File: src/rtl/board_power_sequencer_pkg.sv
// Shared state encoding and LED patterns for the board power sequencer.
package board_power_sequencer_pkg;

  typedef enum logic [2:0] {
    ST_HOLD    = 3'd0,
    ST_WAIT_PG = 3'd1,
    ST_LATCH   = 3'd2,
    ST_RELEASE = 3'd3,
    ST_RUN     = 3'd4,
    ST_FAULT   = 3'd5
  } state_t;

  localparam logic [3:0] LED_OFF     = 4'b0000;
  localparam logic [3:0] LED_HOLD    = 4'b0001;
  localparam logic [3:0] LED_WAIT_PG = 4'b0010;
  localparam logic [3:0] LED_RELEASE = 4'b0100;
  localparam logic [3:0] LED_FAULT   = 4'b1111;

  // RUN shows the low strap bits so the board variant is visible at a glance.
  function automatic logic [3:0] led_pattern(state_t st, logic blink, logic [2:0] id_lo);
    logic [3:0] p;
    p = LED_OFF;
    case (st)
      ST_HOLD:              p = LED_HOLD;
      ST_WAIT_PG:           p = blink ? LED_WAIT_PG : LED_OFF;
      ST_LATCH, ST_RELEASE: p = LED_RELEASE;
      ST_RUN:               p = {1'b0, id_lo};
      ST_FAULT:             p = blink ? LED_FAULT : LED_OFF;
      default:              p = LED_OFF;
    endcase
    return p;
  endfunction

endpackage

File: src/rtl/board_power_sequencer_if.sv
// Board pin bundle: raw inputs from the board, sequenced outputs to fabric and LEDs.
interface board_power_sequencer_if;
  logic       button_aresetn;
  logic       power_good;
  logic [4:0] board_id;
  logic       seq_aresetn;
  logic [4:0] board_id_latched;
  logic       board_id_valid;
  logic [3:0] led;
  logic       led_done;
  logic       fault;

  modport master (
    input  button_aresetn, power_good, board_id,
    output seq_aresetn, board_id_latched, board_id_valid, led, led_done, fault
  );

  modport slave (
    output button_aresetn, power_good, board_id,
    input  seq_aresetn, board_id_latched, board_id_valid, led, led_done, fault
  );
endinterface

File: src/rtl/board_power_sequencer_sync_debounce.sv
// Multi-flop synchroniser followed by a debounce filter; output resets to 0 (pressed).
module board_power_sequencer_sync_debounce #(
  parameter int STAGES = 2,
  parameter int CYCLES = 1_000_000
) (
  input  logic aclk,
  input  logic reset,
  input  logic din,
  output logic dout
);
  localparam int CW = $clog2(CYCLES + 1);

  logic [STAGES-1:0] sync_q;
  logic [CW-1:0]     cnt_q;
  logic              sample;

  assign sample = sync_q[STAGES-1];

  // Any sample that agrees with the accepted level restarts the run.
  always_ff @(posedge aclk) begin
    if (reset) begin
      sync_q <= '0;
      cnt_q  <= '0;
      dout   <= 1'b0;
    end else begin
      sync_q <= (sync_q << 1) | STAGES'(din);
      if (sample == dout) begin
        cnt_q <= '0;
      end else if (cnt_q == CW'(CYCLES - 1)) begin
        dout  <= sample;
        cnt_q <= '0;
      end else begin
        cnt_q <= cnt_q + 1'b1;
      end
    end
  end
endmodule

File: src/rtl/board_power_sequencer.sv
// Board bring-up: button debounce, power-good qualification, strap latch,
// fabric reset release, status LEDs and fault trapping.
module board_power_sequencer
  import board_power_sequencer_pkg::*;
#(
  parameter int DEBOUNCE_CYCLES   = 1_000_000,
  parameter int PG_STABLE_CYCLES  = 10_000_000,
  parameter int PG_TIMEOUT_CYCLES = 500_000_000,
  parameter int RELEASE_DELAY     = 16,
  parameter int BLINK_CYCLES      = 25_000_000
) (
  input logic aclk,
  input logic reset,
  board_power_sequencer_if.master bus
);
  localparam int SW = $clog2(PG_STABLE_CYCLES + 1);
  localparam int TW = $clog2(PG_TIMEOUT_CYCLES + 1);
  localparam int RW = $clog2(RELEASE_DELAY + 1);
  localparam int BW = $clog2(BLINK_CYCLES + 1);

  logic          btn_db;
  logic          pg_s1, pg_sync;
  logic [4:0]    id_s1, id_sync;

  state_t        state_q;
  logic [SW-1:0] stable_cnt;
  logic [TW-1:0] to_cnt;
  logic [RW-1:0] rel_cnt;
  logic [BW-1:0] blink_cnt;
  logic          blink;

  logic          seq_q, done_q, fault_q, valid_q;
  logic [4:0]    id_q;
  logic [3:0]    led_q;

  board_power_sequencer_sync_debounce #(
    .STAGES (2),
    .CYCLES (DEBOUNCE_CYCLES)
  ) u_btn (
    .aclk  (aclk),
    .reset (reset),
    .din   (bus.button_aresetn),
    .dout  (btn_db)
  );

  // Straps are only sampled once they have been static for many cycles, so a
  // per-bit synchroniser without bus coherency handling is sufficient.
  always_ff @(posedge aclk) begin
    if (reset) begin
      pg_s1   <= 1'b0;
      pg_sync <= 1'b0;
      id_s1   <= '0;
      id_sync <= '0;
    end else begin
      pg_s1   <= bus.power_good;
      pg_sync <= pg_s1;
      id_s1   <= bus.board_id;
      id_sync <= id_s1;
    end
  end

  always_ff @(posedge aclk) begin
    if (reset) begin
      blink_cnt <= '0;
      blink     <= 1'b0;
    end else if (blink_cnt == BW'(BLINK_CYCLES - 1)) begin
      blink_cnt <= '0;
      blink     <= ~blink;
    end else begin
      blink_cnt <= blink_cnt + 1'b1;
    end
  end

  always_ff @(posedge aclk) begin
    if (reset) begin
      state_q    <= ST_HOLD;
      stable_cnt <= '0;
      to_cnt     <= '0;
      rel_cnt    <= '0;
      seq_q      <= 1'b0;
      done_q     <= 1'b0;
      fault_q    <= 1'b0;
      valid_q    <= 1'b0;
      id_q       <= '0;
    end else if (!btn_db) begin
      state_q    <= ST_HOLD;
      stable_cnt <= '0;
      to_cnt     <= '0;
      rel_cnt    <= '0;
      seq_q      <= 1'b0;
      done_q     <= 1'b0;
      fault_q    <= 1'b0;
      valid_q    <= 1'b0;
    end else begin
      unique case (state_q)
        ST_HOLD: begin
          state_q    <= ST_WAIT_PG;
          stable_cnt <= '0;
          to_cnt     <= '0;
          rel_cnt    <= '0;
          valid_q    <= 1'b0;
        end
        // A glitch restarts the stability window but not the overall timeout.
        ST_WAIT_PG: begin
          to_cnt     <= (to_cnt == TW'(PG_TIMEOUT_CYCLES)) ? to_cnt : to_cnt + 1'b1;
          stable_cnt <= !pg_sync ? '0 :
                        (stable_cnt == SW'(PG_STABLE_CYCLES)) ? stable_cnt : stable_cnt + 1'b1;
          if (pg_sync && stable_cnt == SW'(PG_STABLE_CYCLES - 1)) begin
            state_q <= ST_LATCH;
          end else if (to_cnt == TW'(PG_TIMEOUT_CYCLES - 1)) begin
            state_q <= ST_FAULT;
            fault_q <= 1'b1;
          end
        end
        ST_LATCH: begin
          id_q    <= id_sync;
          valid_q <= 1'b1;
          rel_cnt <= '0;
          state_q <= ST_RELEASE;
        end
        ST_RELEASE: begin
          if (!pg_sync) begin
            state_q <= ST_FAULT;
            fault_q <= 1'b1;
          end else if (rel_cnt == RW'(RELEASE_DELAY - 1)) begin
            state_q <= ST_RUN;
            seq_q   <= 1'b1;
            done_q  <= 1'b1;
          end else begin
            rel_cnt <= (rel_cnt == RW'(RELEASE_DELAY)) ? rel_cnt : rel_cnt + 1'b1;
          end
        end
        ST_RUN: begin
          if (!pg_sync) begin
            state_q <= ST_FAULT;
            seq_q   <= 1'b0;
            done_q  <= 1'b0;
            fault_q <= 1'b1;
          end
        end
        ST_FAULT: begin
          seq_q   <= 1'b0;
          done_q  <= 1'b0;
          fault_q <= 1'b1;
        end
        default: state_q <= ST_HOLD;
      endcase
    end
  end

  // LEDs follow the registered state, so they lag a state change by one cycle.
  always_ff @(posedge aclk) begin
    if (reset) begin
      led_q <= LED_OFF;
    end else begin
      led_q <= led_pattern(state_q, blink, id_q[2:0]);
    end
  end

  assign bus.seq_aresetn      = seq_q;
  assign bus.board_id_latched = id_q;
  assign bus.board_id_valid   = valid_q;
  assign bus.led              = led_q;
  assign bus.led_done         = done_q;
  assign bus.fault            = fault_q;
endmodule

File: src/flat_wrapper.sv
// flat-port wrapper written by rule: the top's interface ports become plain ports
module board_power_sequencer_flat import board_power_sequencer_pkg::*;
#(
  parameter int DEBOUNCE_CYCLES   = 1_000_000,
  parameter int PG_STABLE_CYCLES  = 10_000_000,
  parameter int PG_TIMEOUT_CYCLES = 500_000_000,
  parameter int RELEASE_DELAY     = 16,
  parameter int BLINK_CYCLES      = 25_000_000
)
  (aclk, reset, bus_button_aresetn, bus_power_good, bus_board_id, bus_seq_aresetn, bus_board_id_latched, bus_board_id_valid, bus_led, bus_led_done, bus_fault);
  board_power_sequencer_if bus_i ();
  input logic aclk;
  input logic reset;
  input wire logic [$bits(bus_i.button_aresetn)-1:0] bus_button_aresetn;
  input wire logic [$bits(bus_i.power_good)-1:0] bus_power_good;
  input wire logic [$bits(bus_i.board_id)-1:0] bus_board_id;
  output wire logic [$bits(bus_i.seq_aresetn)-1:0] bus_seq_aresetn;
  output wire logic [$bits(bus_i.board_id_latched)-1:0] bus_board_id_latched;
  output wire logic [$bits(bus_i.board_id_valid)-1:0] bus_board_id_valid;
  output wire logic [$bits(bus_i.led)-1:0] bus_led;
  output wire logic [$bits(bus_i.led_done)-1:0] bus_led_done;
  output wire logic [$bits(bus_i.fault)-1:0] bus_fault;
  assign bus_i.button_aresetn = bus_button_aresetn;
  assign bus_i.power_good = bus_power_good;
  assign bus_i.board_id = bus_board_id;
  assign bus_seq_aresetn = bus_i.seq_aresetn;
  assign bus_board_id_latched = bus_i.board_id_latched;
  assign bus_board_id_valid = bus_i.board_id_valid;
  assign bus_led = bus_i.led;
  assign bus_led_done = bus_i.led_done;
  assign bus_fault = bus_i.fault;
  board_power_sequencer #(.DEBOUNCE_CYCLES(DEBOUNCE_CYCLES), .PG_STABLE_CYCLES(PG_STABLE_CYCLES), .PG_TIMEOUT_CYCLES(PG_TIMEOUT_CYCLES), .RELEASE_DELAY(RELEASE_DELAY), .BLINK_CYCLES(BLINK_CYCLES)) u_core (.aclk(aclk), .reset(reset), .bus(bus_i));
endmodule
File: config.mk
export PLATFORM = sky130hd
export DESIGN_NAME = board_power_sequencer_flat
export DESIGN_NICKNAME = d
export VERILOG_FILES = /design/src/rtl/board_power_sequencer_pkg.sv /design/src/rtl/board_power_sequencer_if.sv /design/src/rtl/board_power_sequencer_sync_debounce.sv /design/src/rtl/board_power_sequencer.sv /design/src/flat_wrapper.sv
export SDC_FILE = /design/constraint.sdc
export NUM_CORES = 1
export LEC_CHECK = 0
export CELL_PAD_IN_SITES_DETAIL_PLACEMENT = 1
export CELL_PAD_IN_SITES_GLOBAL_PLACEMENT = 1
export CORE_MARGIN = 5
export CORE_UTILIZATION = 40
export CTS_CLUSTER_SIZE = 8
export DETAILED_ROUTE_END_ITERATION = 8
export GPL_ROUTABILITY_DRIVEN = 0
export PLACE_DENSITY_LB_ADDON = 0.1
export SLEW_MARGIN = 20
export SYNTH_ARGS = -nofsm -noshare
export SYNTH_HDL_FRONTEND = slang
export SYNTH_SLANG_ARGS = --single-unit
File: constraint.sdc
create_clock -name aclk -period 3.09 [get_ports aclk]
set_input_delay 0.618 -clock aclk [delete_from_list [all_inputs] [get_ports aclk]]
set_output_delay 0.618 -clock aclk [all_outputs]
set_load 0.05 [all_outputs]
==> key figures <==
Min path
  • Tightest Hold Check Type: register to register

Floorplan
  • Core Footprint: 15,300 um2
  • Die width: 135 um
  • Total Die Area: ~18,000 um2
  • Initial Utilization: 40.8%
  • # IOs: 22
  • Rows: 45
  • Die H: 135 um

Global routing
  • GR Overflow Total: 0
  • Initial antenna violation count: 0
  • First-pass GRT wire length: 25,900 um
  • Vias in the first global route: between 5,000 and 6,000
  • Gr usage total: approximately 17%
  • Largest net degree at the start of global routing: 37

Routing
  • DRT Wirelength: roughly 15,000 um
  • DR iter-0 viols: 230
  • Residual DRC: 0
  • DR WL/cell: 15.5 um
  • Via count: between 5,000 and 6,000
  • Vias per inst: 5.39
  • Final ANT Viol Nets: 0
  • Drt pass-1 iters: 4

Clock network
  • Postcts setup bufs: 0
  • Worst-path clk slew: approximately 60 ps
  • H-tree levels: 4
  • Cells resized by post-CTS repair: 0
  • Root buffer cell: clkbuf_16
  • Clk_lat worst skew: 410 ps
  • Clock buffers created by TritonCTS: 17
  • Clk sinks: 134
  • Clk buf depth: 2
  • CTS tree: built
  • CTS Hold Bufs: 0

Logic synthesis
  • Async SR Flop Fraction: 0%
  • Synth Area in Compound Gates: 9.63%
  • Syn avg cell area: 8.78 um2
  • Synth warn: 0
  • Syn Inst Count: 709
  • Post-Syn Nets: around 730
  • Register area share after synthesis: 43.1%
  • Area share of the largest cell type after synthesis: 43.1%
  • Biggest area consumer among synthesized cells: dfxtp_1
  • Synth Area in Simple Gates: about 30%
  • Synthesized flop and latch total: approximately 130
  • Distinct cells, synth: 72
  • Most frequent cell after synthesis: dfxtp_1
  • Cell Area, Synth: 6220 um2
  • Synth Area in Adders: 1.81%
  • Dominant cells by area after synthesis: dfxtp_1, xor2_1, nor2_1
  • Most frequent cells after synthesis: dfxtp_1, nor2_1, xor2_1, nand2_1, nand3_1
  • Main combinational cell family by area after synthesis: simple AND/OR/NAND/NOR gates
  • Post-synthesis xor/xnor area fraction: 9.29%
  • Post-synthesis mux area share: 1.47%
  • Dominant synthesized flop cell: dfxtp_1
  • Post-synth EDFFs: 0

Setup path
  • Critical-path top delay cell: clkdlybuf4s50_1
  • Critical Path Source: u_core.bus.seq_aresetn
  • Max FO, Critical Path: 4
  • Req. time, crit path: about 2500 ps
  • CP Class: register to output port
  • CP Buf/Inv Count: 1
  • R2R cell count: 7
  • CP Capture Type: output port
  • RR Startpoint: u_core.rel_cnt[0]
  • CP cell instances: clkdlybuf4s50_1
  • Crit path capture: bus_led_done
  • WP data arrival: 1660 ps
  • R2R Setup Slk: 910 ps
  • R2R Path End: u_core.rel_cnt[0]
  • Critical Path Stages: 1
  • Family with the most delay on the worst path: buffers and inverters
  • Critical Path Max Stage Delay: 840 ps
  • Crit path launch type: register

STA
  • Post-route clock period utilization: between 70% and 80%
  • RSZ-0062 raised after global routing: no
  • Relative slew slack: a little over a third
  • Final setup violation count: 0
  • Final Worst Setup Slack: 811 ps
  • Setup TNS Final: 0 ps
  • WHS: 440 ps
  • Hold Vio Cnt, Final: 0
  • Min Tclk post-route: 2280 ps
  • Worst Max-Slew Pin Slew: a little under 1000 ps
  • Fmax: 0.439 GHz
  • Setup Skew: roughly 11 ps
  • Pins Over Slew Limit: 0

Placed design
  • Pre-CTS setup slack: around 600 ps
  • Dpl hpwl: 10,200 um
  • I/O Buffers: 21

Pwr
  • Leak Pwr: 2.41 nW
  • Pwr Density: 530 nW/um2
  • Peak supply drop: 399 uV

Finish
  • Reg area: between 2000 and 3000 um2
  • Layout fillers: around 1,800
  • Area Growth Syn to Fin: 15.3%
  • Ant. Diodes: 0
  • Multi-input logic area: approximately 3300 um2
  • Final Net Count: 740
  • Share of post-route cells with drive strength above 1: 8.03%

Outcome
  • Outcome: finished, final reports clean

Flow run
  • Total of max-cap violations: 0
-- cell usage in the layout (no fill, tap or decap), drive strengths merged, types with 8 or more instances in the layout --
master | Yosys | layout
xnor2 | 16 | 16
dfxtp | 134 | 134
nor4 | 9 | 9
or3 | 9 | 9
mux2i | 8 | 8
clkbuf | 16 | 21
xor2 | 50 | 50
and4 | 10 | 10
ha | 9 | 9
clkdlybuf4s50 | 0 | 21
buf | 19 | 8
nor3 | 17 | 17
nor2 | 104 | 104
and3 | 15 | 15
nand2 | 45 | 45
inv | 17 | 18
nor2b | 19 | 19
nor4b | 9 | 9
nand4 | 40 | 40
a21oi | 29 | 29
o21ai | 10 | 10
nand3 | 44 | 44
a31oi | 13 | 13
-- cells by family (layout without fill, tap and decap cells) --
logic type	after synthesis	count (layout)
AOI/OAI and AO/OA	87	87
xor gates and xnor gates	66	66
adders and majority gates	9	9
buffers and inverters	52	78
DFF	134	134
muxes	9	9
and+or+nand+nor	352	352
-- routing by layer --
| layer | track usage (%) | wire, um |
|---|---|---|
| met5 | 0 | 0 |
| met4 | 6.33 | 221 |
| met3 | 3.69 | 301 |
| met2 | 28.3 | 7100 |
| met1 | 22.4 | 7080 |
-- report_power, final --
| group | leakage [nW] | internal [mW] | switching, mW |
|---|---|---|---|
| Combinational | 1.04 | 0.0208 | 0.0222 |
| Clock | 0.285 | 1.25 | 0.758 |
| Sequential | 1.08 | 1.74 | 0.00841 |
| Total | 2.41 | 3.01 | 0.788 |
-- per-stage QoR --
step	cells	power, mW	cell area, um2	utilization, %
floorplan	709	1.81	6220	-
global placement	914	1.83	6590	43.2
detailed placement	914	1.83	6590	43.2
CTS	946	3.86	7180	47.1
global route	946	3.96	7180	47.1
finish	946	3.80	7180	47.1
-- state kept, by name (all words and copies together), names as in the netlist, 3 cells and up --
signal / count
u_core.blink_cnt: 25
u_core.bus.board_id_latched: 5
u_core.bus.led: 4
u_core.id_s1: 5
u_core.id_sync: 5
u_core.rel_cnt: 5
u_core.stable_cnt: 24
u_core.state_q: 3
u_core.to_cnt: 29
u_core.u_btn.cnt_q: 20
-- how the worst min path moves through the flow --
| stage | startpoint | end | slack [ps] | cells past startpoint |
|---|---|---|---|---|
| after global placement | u_core.id_s1[0] | u_core.id_sync[0] | 420 | 1 |
| after floorplan | u_core.id_s1[0] | u_core.id_sync[0] | 410 | 1 |
| after global routing | u_core.id_s1[0] | u_core.id_sync[0] | 460 | 1 |
| after CTS | u_core.id_s1[3] | u_core.id_sync[3] | 450 | 1 |
| after detailed placement | u_core.id_s1[0] | u_core.id_sync[0] | 430 | 1 |
| final | u_core.id_s1[2] | u_core.id_sync[2] | 440 | 1 |
-- cell type report --
type                       count  area share [%]
clock buffer                  21            6.55
clock inverter                11            1.73
inverter                      17           0.889
multi-input combinational    523            46.0
sequential                   134            37.4
tap                          211            3.68
timing repair buffer          29            3.76
Power figures use the tool's default switching activity.
